**src/rtl/pspin_cmd_arbiter.sv**
```systemverilog
// Command/completion arbiter between PsPIN clusters and SoC command interfaces.
// Round-robin command steering by intf_id, per-cluster credits, completion return.
package pspin_cmd_pkg;

  typedef struct packed {
    logic [7:0] cluster_id;
    logic [3:0] core_id;
    logic [3:0] local_id;
  } pspin_cmd_id_t;

  typedef struct packed {
    pspin_cmd_id_t cmd_id;
    logic [1:0]    intf_id;
    logic [31:0]   descr;
  } pspin_cmd_t;

  typedef struct packed {
    pspin_cmd_id_t cmd_id;
    logic [31:0]   status;
  } pspin_cmd_resp_t;

endpackage

module pspin_cmd_arbiter
  import pspin_cmd_pkg::*;
#(
  parameter int NUM_CLUSTERS       = 4,
  parameter int NUM_CMD_INTERFACES = 3,
  parameter int MAX_OUTSTANDING    = 32
) (
  input  logic                          clk_i,
  input  logic                          rst_ni,
  input  logic [NUM_CLUSTERS-1:0]       cluster_cmd_valid_i,
  output logic [NUM_CLUSTERS-1:0]       cluster_cmd_ready_o,
  input  pspin_cmd_t                    cluster_cmd_i [NUM_CLUSTERS],
  output logic [NUM_CMD_INTERFACES-1:0] intf_cmd_valid_o,
  input  logic [NUM_CMD_INTERFACES-1:0] intf_cmd_ready_i,
  output pspin_cmd_t                    intf_cmd_o,
  input  logic [NUM_CMD_INTERFACES-1:0] intf_resp_valid_i,
  output logic [NUM_CMD_INTERFACES-1:0] intf_resp_ready_o,
  input  pspin_cmd_resp_t               intf_resp_i [NUM_CMD_INTERFACES],
  output logic [NUM_CLUSTERS-1:0]       cluster_resp_valid_o,
  output pspin_cmd_resp_t               cluster_resp_o,
  output logic                          busy_o,
  output logic                          err_o
);

  localparam int CW = $clog2(NUM_CLUSTERS);
  localparam int IW = $clog2(NUM_CMD_INTERFACES);
  localparam int NW = $clog2(MAX_OUTSTANDING + 1);

  pspin_cmd_t      cmd_q;
  logic            cmd_valid_q;
  logic [CW-1:0]   cmd_ptr_q;
  logic [IW-1:0]   resp_ptr_q;
  logic [NW-1:0]   credit_q [NUM_CLUSTERS];

  logic [NUM_CLUSTERS-1:0] cmd_elig;
  logic [NUM_CLUSTERS-1:0] cmd_inc;
  logic [NUM_CLUSTERS-1:0] cmd_dec;
  logic [NUM_CLUSTERS-1:0] cred_zero;
  logic [NUM_CLUSTERS-1:0] resp_valid_d;
  logic                    cmd_found;
  logic [CW-1:0]           cmd_idx;
  logic                    cmd_drain;
  logic                    cmd_grant;
  logic                    cmd_bad;
  pspin_cmd_t              cmd_sel;
  logic                    resp_found;
  logic [IW-1:0]           resp_idx;
  pspin_cmd_resp_t         resp_sel;
  logic                    resp_bad;
  logic                    underflow;
  int                      cj;
  int                      rj;

  always_comb begin
    for (int i = 0; i < NUM_CLUSTERS; i++) begin
      cmd_elig[i]  = cluster_cmd_valid_i[i] &&
                     (credit_q[i] < NW'(MAX_OUTSTANDING));
      cred_zero[i] = (credit_q[i] == '0);
    end
  end

  // Rotating priority: first eligible cluster at or after cmd_ptr_q wins.
  always_comb begin
    cmd_found = 1'b0;
    cmd_idx   = '0;
    cj        = 0;
    for (int k = 0; k < NUM_CLUSTERS; k++) begin
      cj = int'(cmd_ptr_q) + k;
      if (cj >= NUM_CLUSTERS) cj = cj - NUM_CLUSTERS;
      if (!cmd_found && cmd_elig[cj]) begin
        cmd_found = 1'b1;
        cmd_idx   = CW'(cj);
      end
    end
  end

  always_comb begin
    for (int i = 0; i < NUM_CMD_INTERFACES; i++) begin
      intf_cmd_valid_o[i] = cmd_valid_q && (int'(cmd_q.intf_id) == i);
    end
  end

  assign intf_cmd_o = cmd_q;
  assign cmd_drain  = |(intf_cmd_valid_o & intf_cmd_ready_i);
  assign cmd_grant  = cmd_found && (!cmd_valid_q || cmd_drain);
  assign cmd_sel    = cluster_cmd_i[cmd_idx];
  assign cmd_bad    = int'(cmd_sel.intf_id) >= NUM_CMD_INTERFACES;

  always_comb begin
    for (int i = 0; i < NUM_CLUSTERS; i++) begin
      cluster_cmd_ready_o[i] = cmd_grant && (cmd_idx == CW'(i));
      cmd_inc[i]             = cluster_cmd_ready_o[i] && !cmd_bad;
      cmd_dec[i]             = cluster_resp_valid_o[i];
    end
  end

  always_comb begin
    resp_found = 1'b0;
    resp_idx   = '0;
    rj         = 0;
    for (int k = 0; k < NUM_CMD_INTERFACES; k++) begin
      rj = int'(resp_ptr_q) + k;
      if (rj >= NUM_CMD_INTERFACES) rj = rj - NUM_CMD_INTERFACES;
      if (!resp_found && intf_resp_valid_i[rj]) begin
        resp_found = 1'b1;
        resp_idx   = IW'(rj);
      end
    end
  end

  assign resp_sel = intf_resp_i[resp_idx];
  assign resp_bad = int'(resp_sel.cmd_id.cluster_id) >= NUM_CLUSTERS;

  always_comb begin
    for (int i = 0; i < NUM_CMD_INTERFACES; i++) begin
      intf_resp_ready_o[i] = resp_found && (resp_idx == IW'(i));
    end
    for (int i = 0; i < NUM_CLUSTERS; i++) begin
      resp_valid_d[i] = resp_found && !resp_bad &&
                        (int'(resp_sel.cmd_id.cluster_id) == i);
    end
  end

  assign underflow = |(cmd_dec & cred_zero);

  always_ff @(posedge clk_i or negedge rst_ni) begin
    if (!rst_ni) begin
      cmd_q       <= '0;
      cmd_valid_q <= 1'b0;
      cmd_ptr_q   <= '0;
    end else begin
      if (cmd_grant && !cmd_bad) begin
        cmd_q       <= cmd_sel;
        cmd_valid_q <= 1'b1;
      end else if (cmd_drain) begin
        cmd_valid_q <= 1'b0;
      end
      if (cmd_grant) begin
        cmd_ptr_q <= (cmd_idx == CW'(NUM_CLUSTERS - 1)) ?
                     '0 : cmd_idx + CW'(1);
      end
    end
  end

  always_ff @(posedge clk_i or negedge rst_ni) begin
    if (!rst_ni) begin
      cluster_resp_o       <= '0;
      cluster_resp_valid_o <= '0;
      resp_ptr_q           <= '0;
    end else begin
      cluster_resp_valid_o <= resp_valid_d;
      if (resp_found) begin
        cluster_resp_o <= resp_sel;
        resp_ptr_q     <= (resp_idx == IW'(NUM_CMD_INTERFACES - 1)) ?
                          '0 : resp_idx + IW'(1);
      end
    end
  end

  // Delivery-cycle decrement: a freed credit is visible the cycle after.
  always_ff @(posedge clk_i or negedge rst_ni) begin
    if (!rst_ni) begin
      for (int i = 0; i < NUM_CLUSTERS; i++) credit_q[i] <= '0;
    end else begin
      for (int i = 0; i < NUM_CLUSTERS; i++) begin
        if (cmd_inc[i] && !cmd_dec[i]) begin
          credit_q[i] <= credit_q[i] + NW'(1);
        end else if (cmd_dec[i] && !cmd_inc[i] && !cred_zero[i]) begin
          credit_q[i] <= credit_q[i] - NW'(1);
        end
      end
    end
  end

  always_ff @(posedge clk_i or negedge rst_ni) begin
    if (!rst_ni) begin
      err_o <= 1'b0;
    end else if ((cmd_grant && cmd_bad) ||
                 (resp_found && resp_bad) || underflow) begin
      err_o <= 1'b1;
    end
  end

  always_comb begin
    busy_o = cmd_valid_q || (|cluster_resp_valid_o);
    for (int i = 0; i < NUM_CLUSTERS; i++) begin
      busy_o = busy_o || !cred_zero[i];
    end
  end

endmodule

```
**config.mk**
```make
export PLATFORM = sky130hd
export DESIGN_NAME = pspin_cmd_arbiter
export DESIGN_NICKNAME = d
export VERILOG_FILES = /design/src/rtl/pspin_cmd_arbiter.sv
export SDC_FILE = /design/constraint.sdc
export NUM_CORES = 1
export LEC_CHECK = 0
export CAP_MARGIN = 40
export CORE_AREA = 2 2 183 185
export CTS_BUF_LIST = sky130_fd_sc_hd__clkbuf_4
export CTS_CLUSTER_DIAMETER = 100
export DETAILED_ROUTE_END_ITERATION = 6
export DIE_AREA = 0 0 185 187
export PLACE_DENSITY_LB_ADDON = 0.05
export SLEW_MARGIN = 20
export SYNTH_ARGS = -nofsm -noshare
export SYNTH_HDL_FRONTEND = slang
export SYNTH_SLANG_ARGS = --single-unit
```
**constraint.sdc**
```tcl
create_clock -name clk_i -period 4.75 [get_ports clk_i]
set_input_delay 0.7125 -clock clk_i [delete_from_list [all_inputs] [get_ports clk_i]]
set_output_delay 0.7125 -clock clk_i [all_outputs]
set_load 0.01 [all_outputs]
```
# Word-level counts from Yosys, hierarchy flattened
# Cells that the tools add are included.
op_classes:
  magnitude_cmp: 22
  shifts: 0
  bitwise: 4
  n_reduce_logical: 88
  div: 0
  n_eq_ne: 10
  add_sub_neg: 22
  multipliers: 0
  n_mux: 60
ops:
  columns: ["cell", "count"]
  rows:
  - ["$lt A32 B4 Y1 const B", 7]
  - ["$mux W32", 7]
  - ["$bmux W50 S2", 1]
  - ["$mux W50", 2]
  - ["$bmux W48 S2", 1]
  - ["$mux W48", 2]
  - ["$mux W6", 8]
  - ["$logic_and A1 B1 Y1", 44]
  - ["$add A6 B1 Y6 const B", 4]
  - ["$logic_not A6 Y1", 4]
  - ["$lt A6 B6 Y1 const B", 4]
  - ["$sub A6 B1 Y6 const B", 4]
  - ["$mux W1", 23]
  - ["$logic_not A1 Y1", 20]
  - ["$mux W2", 9]
  - ["$eq A8 B3 Y1 const B", 2]
  - ["$ge A3 B3 Y1 const B", 5]
  - ["$bmux W1 S2", 7]
  - ["$sub A3 B3 Y4 const B", 3]
  - ["$eq A2 B2 Y1 const B", 5]
  - ["$reduce_bool A2 Y1", 5]
  - ["$add A2 B2 Y3 const B", 3]
  - ["$eq A8 B2 Y1 const B", 1]
  - ["$ge A8 B3 Y1 const B", 1]
  - ["17 further kinds", 34]
word_totals:
  regBits: 132
  mem_count: 0
  inputBits: 356
  latch_bits: 0
  output_inout_bits: 114
  word_cells: 224
  mem_bits_rw: 0
  romBits: 0

# Longest topological paths before layout
# Gate-level depths: netlist of run 1.
logic_depth:
  depth_word: 27
  mapped_depth: 22
  ltp_nobuf: 17

# Worst setup path after synthesis of run 1
# No wires, ideal clock.
synth_timing:
  kind: "input to register"
  from: "input port cluster_cmd_valid_i[2]"
  to: "register credit_q[23] (netlist bit)"
  setup_time_ps: 80
  path_slack_ps: 591
  t_arrival_ps: 4079
  stages: 18
  required_ps: 4670
  path_buffers: 3
  cell_sequence: "nor2b_1 > a211oi_1 > o22a_1 > inv_2 > buf_1 > clkbuf_1 > ha_1 > and2_1 > o21a_2 > buf_6 > nand2_1 > ha_1 > a21o_1 > a21oi_1 > o21ai_0 > and2_1 > mux2i_1 > xnor2_1"
synth_via:
  elab_cells_between_ends: 43
  classes_between: "order compare (1); mux (24); bitwise (1); reduce/logical (17)"
synth_lines:
  columns: ["element", "line", "source"]
  rows:
  - ["start, declared", "33", "input logic [NUM_CLUSTERS-1:0] cluster_cmd_valid_i,"]
  - ["$logic_and A1 B1 Y1 (*)", "79", "cmd_elig[i] = cluster_cmd_valid_i[i] &&"]
  - ["$bmux W1 S2", "93", "if (!cmd_found && cmd_elig[cj]) begin"]
  - ["$mux W1 (implied by the code) (2 in a row)", "93", null]
  - ["$mux W1", "93", null]
  - ["$logic_not A1 Y1", "93", null]
  - ["$logic_and A1 B1 Y1", "93", null]
  - ["$mux W1", "93", null]
  - ["$logic_not A1 Y1", "93", null]
  - ["(+4 left out)", null, null]
  - ["$mux W2 or $mux W1 (tied branches)", "93", null]
  - ["$logic_not A2 Y1 or $logic_and A1 B1 Y1 (tied branches)", "114, 108", null]
  - ["$logic_and A1 B1 Y1 (*)", "114", "cluster_cmd_ready_o[i] = cmd_grant && (cmd_idx == CW'(i));"]
  - ["net cluster_cmd_ready_o[0]", "34", "output logic [NUM_CLUSTERS-1:0] cluster_cmd_ready_o,"]
  - ["$logic_and A1 B1 Y1 (*)", "115", "cmd_inc[i] = cluster_cmd_ready_o[i] && !cmd_bad;"]
  - ["$logic_not A1 Y1", "191", "end else if (cmd_dec[i] && !cmd_inc[i] && !cred_zero[i]) begin"]
  - ["$logic_and A1 B1 Y1 (2 in a row)", "191", null]
  - ["$reduce_bool A2 Y1 (no line)", null, null]
  - ["end signal, assigned by index", "190", "credit_q[i] <= credit_q[i] + NW'(1);"]
  - ["end signal, assigned by index", "192", "credit_q[i] <= credit_q[i] - NW'(1);"]
  - ["end, declared", "56", "logic [NW-1:0] credit_q [NUM_CLUSTERS];"]
# The timed path passes the listed nets; every way through them passes the cells marked *. The select of a mux whose other input is x is not followed.
# A chain may end at the register's enable or synchronous reset.

# Worst setup path in the final report of run 1
layout_timing:
  from: "input port cluster_cmd_valid_i[0]"
  to: "register credit_q[11] (netlist bit)"
layout_via:
  elab_chain_cells: 25
  elab_cells_between_ends: 43
  classes_between: "order compare (1); eq/ne (1); mux (24); bitwise (1); reduce/logical (16)"
layout_rtl:
  columns: ["element", "line", "source"]
  rows:
  - ["$logic_and A1 B1 Y1 (*)", "79", null]
  - ["$bmux W1 S2", "93", null]
  - ["$mux W1 (implied by the code) (2 in a row)", "93", null]
  - ["$mux W1", "93", null]
  - ["$logic_not A1 Y1", "93", null]
  - ["$logic_and A1 B1 Y1", "93", null]
  - ["$mux W1", "93", null]
  - ["$logic_not A1 Y1", "93", null]
  - ["(+6 left out)", null, null]
  - ["$bmux W50 S2", "109", "assign cmd_sel = cluster_cmd_i[cmd_idx];"]
  - ["$mux W50 (implied by the code) (2 in a row)", "109", null]
  - ["$ge A2 B2 Y1", "110", "assign cmd_bad = int'(cmd_sel.intf_id) >= NUM_CMD_INTERFACES;"]
  - ["$logic_not A1 Y1", "115", null]
  - ["$logic_and A1 B1 Y1 (*)", "115", null]
  - ["$logic_not A1 Y1", "191", null]
  - ["$logic_and A1 B1 Y1 (2 in a row)", "191", null]
  - ["$reduce_bool A2 Y1 (no line)", null, null]
# Mark *: on every way between the ends. The rest lies on a longest branch, timed or not. The select of a mux whose other input is x is not followed.

==> results of run 1 <==
==> sequential cells by signal, indices dropped and copies added, names as in the netlist <==
register,count
intf_cmd_o,50
cluster_resp_o,48
credit_q,24
cluster_resp_valid_o,4
cmd_ptr_q,2
resp_ptr_q,2
cmd_valid_q,1
err_o,1
==> layout make-up <==
class                           count  area share [%]
Timing Repair Buffer              494           35.34
Multi-Input combinational cell    861           34.44
Sequential cell                   132           23.54
Tap cell                          448           3.995
Clock buffer                       20           1.070
Clock inverter                     12          0.8114
Inverter                           25          0.6687
Antenna cell                        8          0.1427
==> worst paths after layout <==
| check | start | endpoint | slack [ns] | cells after the start |
|---|---|---|---|---|
| hold / removal | intf_cmd_o[17]$_DFFE_PN0P_ | intf_cmd_o[17]$_DFFE_PN0P_ | 0.49 | 2 |
| max in group asynchronous | rst_ni | intf_cmd_o[7]$_DFFE_PN0P_ | 3.07 | 4 |
| setup reg to reg | credit_q[5]$_DFFE_PN0P_ | credit_q[11]$_DFFE_PN0P_ | 0.91 | 14 |
| min in group asynchronous | rst_ni | credit_q[14]$_DFFE_PN0P_ | 0.59 | 2 |
| hold reg to reg | intf_cmd_o[17]$_DFFE_PN0P_ | intf_cmd_o[17]$_DFFE_PN0P_ | 0.49 | 2 |
| setup / recovery | cluster_cmd_valid_i[0] | credit_q[11]$_DFFE_PN0P_ | 0.71 | 15 |
==> cells in the final DEF, fill, tap and decap left out, types with 13 or more instances in the layout <==
| cell | count |
|---|---|
| inv_1 | 23 |
| a222oi_1 | 31 |
| ha_1 | 23 |
| dfrtp_1 | 132 |
| clkbuf_4 | 20 |
| clkdlybuf4s50_1 | 468 |
| nand3_1 | 55 |
| o21ai_0 | 92 |
| nor2_1 | 160 |
| a21oi_1 | 30 |
| a21o_1 | 13 |
| nand2_1 | 246 |
| nand2b_1 | 16 |
| buf_4 | 20 |
| o21ai_1 | 27 |
| mux2i_1 | 29 |
==> worst min-delay path: cells and delay by family, from the launching register on <==
| family | cells | cell delay [ns] |
|---|---|---|
| and+or+nand+nor | 1 | 0.04 |
| DFF | 1 | 0.36 |
| AOI/OAI and AO/OA | 1 | 0.06 |
==> logic make-up (layout without fill, tap and decap cells) <==
group                      after synthesis  count (layout)
AOI/OAI and AO/OA                      250             250
xor gates and xnor gates                20              20
adders and majority gates               28              28
buffers and inverters                   99             551
DFF                                    132             132
muxes                                   35              35
other                                    0               8
and+or+nand+nor                        528             528
==> report_power, final <==
| part | switching (mW) | internal [mW] |
|---|---|---|
| combinational | 3.13 | 2.62 |
| clock | 0.449 | 0.321 |
| sequential | 0.383 | 1.69 |
==> stage by stage <==
| stage | std cells | instance area (um^2) | hold WS [ns] | utilization, % |
|---|---|---|---|---|
| floorplan | 1092 | 8517 | 0.4169 | - |
| global placement | 1956 | 13660 | 0.4622 | 41.56 |
| detailed placement | 1958 | 13710 | 0.4684 | 41.72 |
| CTS | 1991 | 13980 | 0.4987 | 42.56 |
| global route | 1996 | 14020 | 0.5193 | 42.67 |
| finish | 2000 | 14030 | 0.4912 | 42.70 |
==> synth_stat cells, types with 3 or more instances <==
master / number / share of area [%]
a211oi_1: 4 / 0.35
a21o_1: 13 / 1.1
a21oi_1: 30 / 1.8
a222oi_1: 31 / 3.6
a22o_1: 10 / 1.0
a22oi_1: 12 / 1.1
a32o_1: 4 / 0.47
and2_1: 8 / 0.59
and3_1: 4 / 0.29
buf_1: 9 / 0.40
buf_2: 9 / 0.53
buf_6: 5 / 0.66
clkbuf_1: 51 / 2.2
dfrtp_1: 132 / 39
fa_1: 4 / 0.94
ha_1: 23 / 3.4
inv_1: 24 / 1.1
mux2_2: 6 / 0.79
mux2i_1: 29 / 3.4
nand2_1: 246 / 11
nand2b_1: 16 / 1.2
nand3_1: 55 / 3.2
nand3b_1: 3 / 0.26
nor2_1: 160 / 7.1
nor2b_1: 7 / 0.51
nor3_1: 13 / 0.76
nor3b_1: 5 / 0.44
o21a_1: 5 / 0.44
o21ai_0: 92 / 5.4
o21ai_1: 27 / 1.6
or4_1: 4 / 0.35
xnor2_1: 8 / 0.82
xor2_1: 12 / 1.2
==> metal layers <==
metal  wire length, um  vias up  track usage, %
li1                  -     4657               -
met1             13890     4195           23.07
met2             18620      267           37.21
met3              3075       34           8.392
met4               631        6           5.556
met5                40        -               0
==> what timing repair did <==
| action | CTS | global route |
|---|---|---|
| setup endpoints to repair | 0 | 0 |
| setup buffers | 0 | 0 |
| hold buffers | 1 | 0 |
| hold endpoints to repair | 26 | 0 |
==> summary.md, run 1 <==
| Metric | Value |
|---|---|
| Max Clock Freq | about 250 MHz |
| Initial Util | between 20% and 30% |
| Synthesized-area fraction occupied by and/or/nand/nor cells | 26.06% |
| Fillers | approximately 3,400 |
| Clk pin slew, worst setup/hold paths | 0.12 ns |
| Port bufs | 469 |
| Routed length per placed instance | 18.13 um |
| Initial DRC count | 509 |
| Remaining antenna violation count | 0 |
| Synth Area in Adders | under 10% |
| Largest family of logic cells by synthesized area | simple AND/OR/NAND/NOR gates |
| Max Slew Vio Count | 0 |
| Mapped cell area | approximately 8500 um^2 |
| Clock H-tree levels | 4 |
| Failing checks | design-rule violations |
| VDD IR max | between 200 and 300 uV |
| GP Congestion | between 0.8 and 0.9 |
| Xor/xnor share of the synthesized area | 2.057% |
| Synthesized instance count | approximately 1,100 |
| Async SR Flop Fraction | 100.0% |
| I/O pins | 470 |
| Clk_lat worst skew | 0.55 ns |
| Hold WC Path Type | reg -> reg |
| Num rows | 67 |
| Final Setup Violations | 0 |
| Syn Area/Cell | 7.799 um^2 |
| Yosys warning total | 0 |
| CP Capture Type | flop |
| CP Data Arrival Time | roughly 4.5 ns |
| First-pass GRT wire length | between 50,000 and 60,000 um |
| Post-cts sizing count | 0 |
| GRT Resource Usage Total | 20.98% |
| Hold Vio Cnt, Final | 0 |
| Slowest CP cell | clkdlybuf4s50_1 |
| Post-DP HPWL | around 28,000 um |
| Leakage | slightly below 6 nW |
| Tmin final | slightly above 4 ns |
| Fin Setup TNS | 0 ns |
| Synth Area in Compound Gates | 19.52% |
| Power per cell area | a little over 600 nW/um^2 |
| Die Y-Extent | 187 um |
| Die X | 185 um |
| Setup Crit Path Kind | in -> reg |
| Multi-input combinational cell area | 4832 um^2 |
| Initial antenna violation count | 10 |
| TritonCTS buffer count | 17 |
| Power Total | 8.593 mW |
| Area Overhead vs Synth | 64.76% |
| CP top delay family | compound AO/OA/AOI/OAI gates |
| Final period util | 85.14% |
| CTS tree | yes |
| RSZ-0062 raised after global routing | false |
| Root Buffer | clkbuf_4 |
| Startpoint types | primary input |
| Skew final | roughly 0.032 ns |
| Ys flop type | dfrtp_1 |
| DR DRC count | 6 |
| CTS Buffer Depth | 2 |
| Critical path buffer and inverter count | 2 |
| Netlist cell types | 58 |
| Status | finished, violations left |
| Synth Net Count | ~1,500 |
| DR vias/cell | 4.580 |
| Max stage delay on crit path | 0.44 ns |
| Seq cells post-synth | 132 |
| 1st-pass router iterations | 7 |
| Post-synth EDFFs | 0 |
| Die Area | 34,600 um^2 |
| CORE AREA | 32,860 um^2 |
| Clock tree sinks | roughly 130 |
| Post-Place Worst Slack | 0.1825 ns |
| Final setup margin | about 0.71 ns |
| Final nets | 1,914 |
| Seq/Total Area, Yosys | 38.78% |
| Worst Path Required | 5.22 ns |
| Vias in the first global route | slightly above 9,000 |
| Largest net degree at the start of global routing | 93 |
| Relative slew slack | 44.49% |
| Register area | 3303 um^2 |
| Gr ovfl total | 0 |
| Max-cap check violation count | 0 |
| Crit-path max FO | 10 |
| Cells along the critical path | clkdlybuf4s50_1, nor2b_1, a211oi_1, o22a_1, inv_2, a311oi_4, o21a_1, nand2b_1, ha_1, a21o_1, a21oi_1, o21ai_0, or2_2, mux2i_1, xor2_1 |
| Post-synthesis mux area share | 4.202% |
| Share of layout cells above drive strength 1 | 4.922% |
| Slew at the pin with the worst max-slew slack | 0.8218 ns |
| Total number of vias | 9,159 |
| Final wirelength | 36,260 um |
(Power assumes the default switching activity.)
==> inputs of run 2 (changes only) <==
--- a/config.mk
+++ b/config.mk
@@ -12,6 +12,7 @@
 export DETAILED_ROUTE_END_ITERATION = 6
 export DIE_AREA = 0 0 185 187
 export PLACE_DENSITY_LB_ADDON = 0.05
+export SKIP_CTS_REPAIR_TIMING = 1
 export SLEW_MARGIN = 20
 export SYNTH_ARGS = -nofsm -noshare
 export SYNTH_HDL_FRONTEND = slang
==> run 2 against run 1 <==
Net effect: the flow now finishes without violations; hold slack got worse by 0.00060 ns; clock skew decreased by 0.00082 ns; total power about the same; utilization unchanged.
==> summary.md, run 2 (synthesis results as in run 1) <==
| Metric | Value |
|---|---|
| Max-cap check violation count | 0 (unchanged) |
| Met1 Use GR | 23.07% (unchanged) |
| Relative slew slack | 49.03% (+4.5 points) |
| Final Setup Violations | 0 (unchanged) |
| Fin Setup TNS | 0 ns (unchanged) |
| Setup Crit Path Kind | in -> reg |
| Cell Count Post-Placement | 1,958 (unchanged) |
| Crit-path max FO | 10 (unchanged) |
| Share of layout cells above drive strength 1 | 4.922% (unchanged) |
| DR vias/cell | 4.575 (about the same) |
| Final wirelength | 36,290 um (about the same) |
| Power Total | 8.591 mW (about the same) |
| Root Buffer | clkbuf_4 |
| Max reg flops | 50 (unchanged) |
| Vias in the first global route | 9,276 (unchanged) |
| CORE AREA | 32,860 um^2 (unchanged) |
| Final nets | 1,914 (unchanged) |
| GR peak layer | met2 |
| Routed length per placed instance | 18.14 um (about the same) |
| Worst Path Required | 5.22 ns (about the same) |
| I/O pins | 470 (unchanged) |
| Status | completed |
| Most common cell after layout, fill and taps aside | clkdlybuf4s50_1 |
| Commonest cells after routing, fill and taps aside | clkdlybuf4s50_1, nand2_1, nor2_1, dfrtp_1, o21ai_0 |
| Num rows | 67 (unchanged) |
| CTS tree | yes |
| Multi-input combinational cell area | 4832 um^2 (unchanged) |
| Met3 usage | 8.392% (unchanged) |
| Die Area | 34,600 um^2 (unchanged) |
| Register area | 3303 um^2 (unchanged) |
| Clk_lat worst skew | 0.55 ns (about the same) |
| Skew final | 0.03154 ns (-0.0008157 ns) |
| 1st-pass router iterations | 6 (-1) |
| GP Congestion | 0.8265 (unchanged) |
| Hold Vio Cnt, Final | 0 (unchanged) |
| CP Capture Type | flop |
| Met2 Track Usage GR | 37.21% (unchanged) |
| First-pass GRT wire length | 54,780 um (unchanged) |
| VDD IR max | 259.7 uV (-0.27%) |
| Startpoint types | primary input |
| Area Overhead vs Synth | 64.76% (unchanged) |
| Die X | 185 um (unchanged) |
| Port bufs | 469 (unchanged) |
| Largest net degree at the start of global routing | 93 (unchanged) |
| TritonCTS buffer count | 17 (unchanged) |
| Max Clock Freq | 247.4 MHz (about the same) |
| RSZ-0062 raised after global routing | false |
| Hold WC Path Type | reg -> reg |
| CTS Buffer Depth | 2 (unchanged) |
| Max Slew Vio Count | 0 (unchanged) |
| Leakage | 5.916 nW (unchanged) |
| Power per cell area | 612.2 nW/um^2 (about the same) |
| Fillers | 3,403 (unchanged) |
| Remaining antenna violation count | 0 (unchanged) |
| GRT Resource Usage Total | 20.98% (unchanged) |
| Clock tree sinks | 132 (unchanged) |
| Fin cells | 2,000 (unchanged) |
| Post-route cell area | 14,030 um^2 (unchanged) |
| Clk pin slew, worst setup/hold paths | 0.12 ns (about the same) |
| Initial DRC count | 517 (+1.6%) |
| Clock H-tree levels | 4 (unchanged) |
| CP Data Arrival Time | 4.51 ns (about the same) |
| Post-DP HPWL | 28,210 um (unchanged) |
| Final period util | 85.11% (about the same) |
| Initial Util | 25.92% (unchanged) |
| Initial antenna violation count | 10 (unchanged) |
| Tmin final | 4.043 ns (-0.001683 ns) |
| Total number of vias | 9,150 (-0.098%) |
| Slew at the pin with the worst max-slew slack | 0.7547 ns (-0.06715 ns) |
| DR DRC count | 0 (-6) |
| Dpl cell area | 13,710 um^2 (unchanged) |
| Die Y-Extent | 187 um (unchanged) |
| Gr ovfl total | 0 (unchanged) |
-- run 2: cell counts in the layout (fill, tap and decap cells not counted) --
No cell type changed its count.
-- run 2: layout make-up --
cell class | instances | area share, %
inverters | 25 | 0.6687
well taps | 448 | 3.995
repair buffers | 494 | 35.34
flip-flops and latches | 132 | 23.54
clock buffers | 20 | 1.070
clock inverters | 12 | 0.8114
diodes | 8 | 0.1427
multi-input cells | 861 | 34.44
-- run 2: worst max-delay path: stages --
cell             delay (ns)
clkdlybuf4s50_1        0.44
nor2b_1                0.20
a211oi_1               0.30
o22a_1                 0.38
inv_2                  0.18
a311oi_4               0.39
o21a_1                 0.25
nand2b_1               0.19
ha_1                   0.33
a21o_1                 0.17
a21oi_1                0.22
o21ai_0                0.16
or2_2                  0.29
mux2i_1                0.15
xor2_1                 0.16
-- run 2: worst paths after layout --
path	slack, ns	endpoint	start	cells past startpoint
setup / recovery	0.71	credit_q[11]$_DFFE_PN0P_	cluster_cmd_valid_i[0]	15
hold / removal	0.49	intf_cmd_o[17]$_DFFE_PN0P_	intf_cmd_o[17]$_DFFE_PN0P_	2
setup reg to reg	0.92	credit_q[11]$_DFFE_PN0P_	credit_q[5]$_DFFE_PN0P_	14
hold reg to reg	0.49	intf_cmd_o[17]$_DFFE_PN0P_	intf_cmd_o[17]$_DFFE_PN0P_	2
max in group asynchronous	3.08	intf_cmd_o[7]$_DFFE_PN0P_	rst_ni	4
min in group asynchronous	0.59	credit_q[14]$_DFFE_PN0P_	rst_ni	2
-- run 2: report_power, final --
part / internal, mW / switching, mW
Combinational: 2.62 / 3.13
Clock: 0.321 / 0.447
Sequential: 1.69 / 0.383
Total: 4.63 / 3.96
-- run 2: per-layer routing --
metal / vias up / routed length, um / part of all wire, %
li1: 4659 / - / -
met1: 4185 / 13920 / 38
met2: 266 / 18630 / 51
met3: 34 / 3062 / 8.4
met4: 6 / 632 / 1.7
met5: - / 40 / 0.11
-- run 2: through the flow --
| stage | worst slack [ns] | util, % | hold WS (ns) |
|---|---|---|---|
| 6_report | 0.7074 | 42.70 | 0.4906 |
| 5_1_grt | 0.4674 | 42.67 | 0.5193 |
| 4_1_cts | 0.7843 | 42.53 | -0.05237 |
| 3_5_place_dp | 0.1825 | 41.72 | 0.4684 |
| 3_3_place_gp | 0.2330 | 41.56 | 0.4622 |
| 2_1_floorplan | 0.5913 | - | 0.4169 |
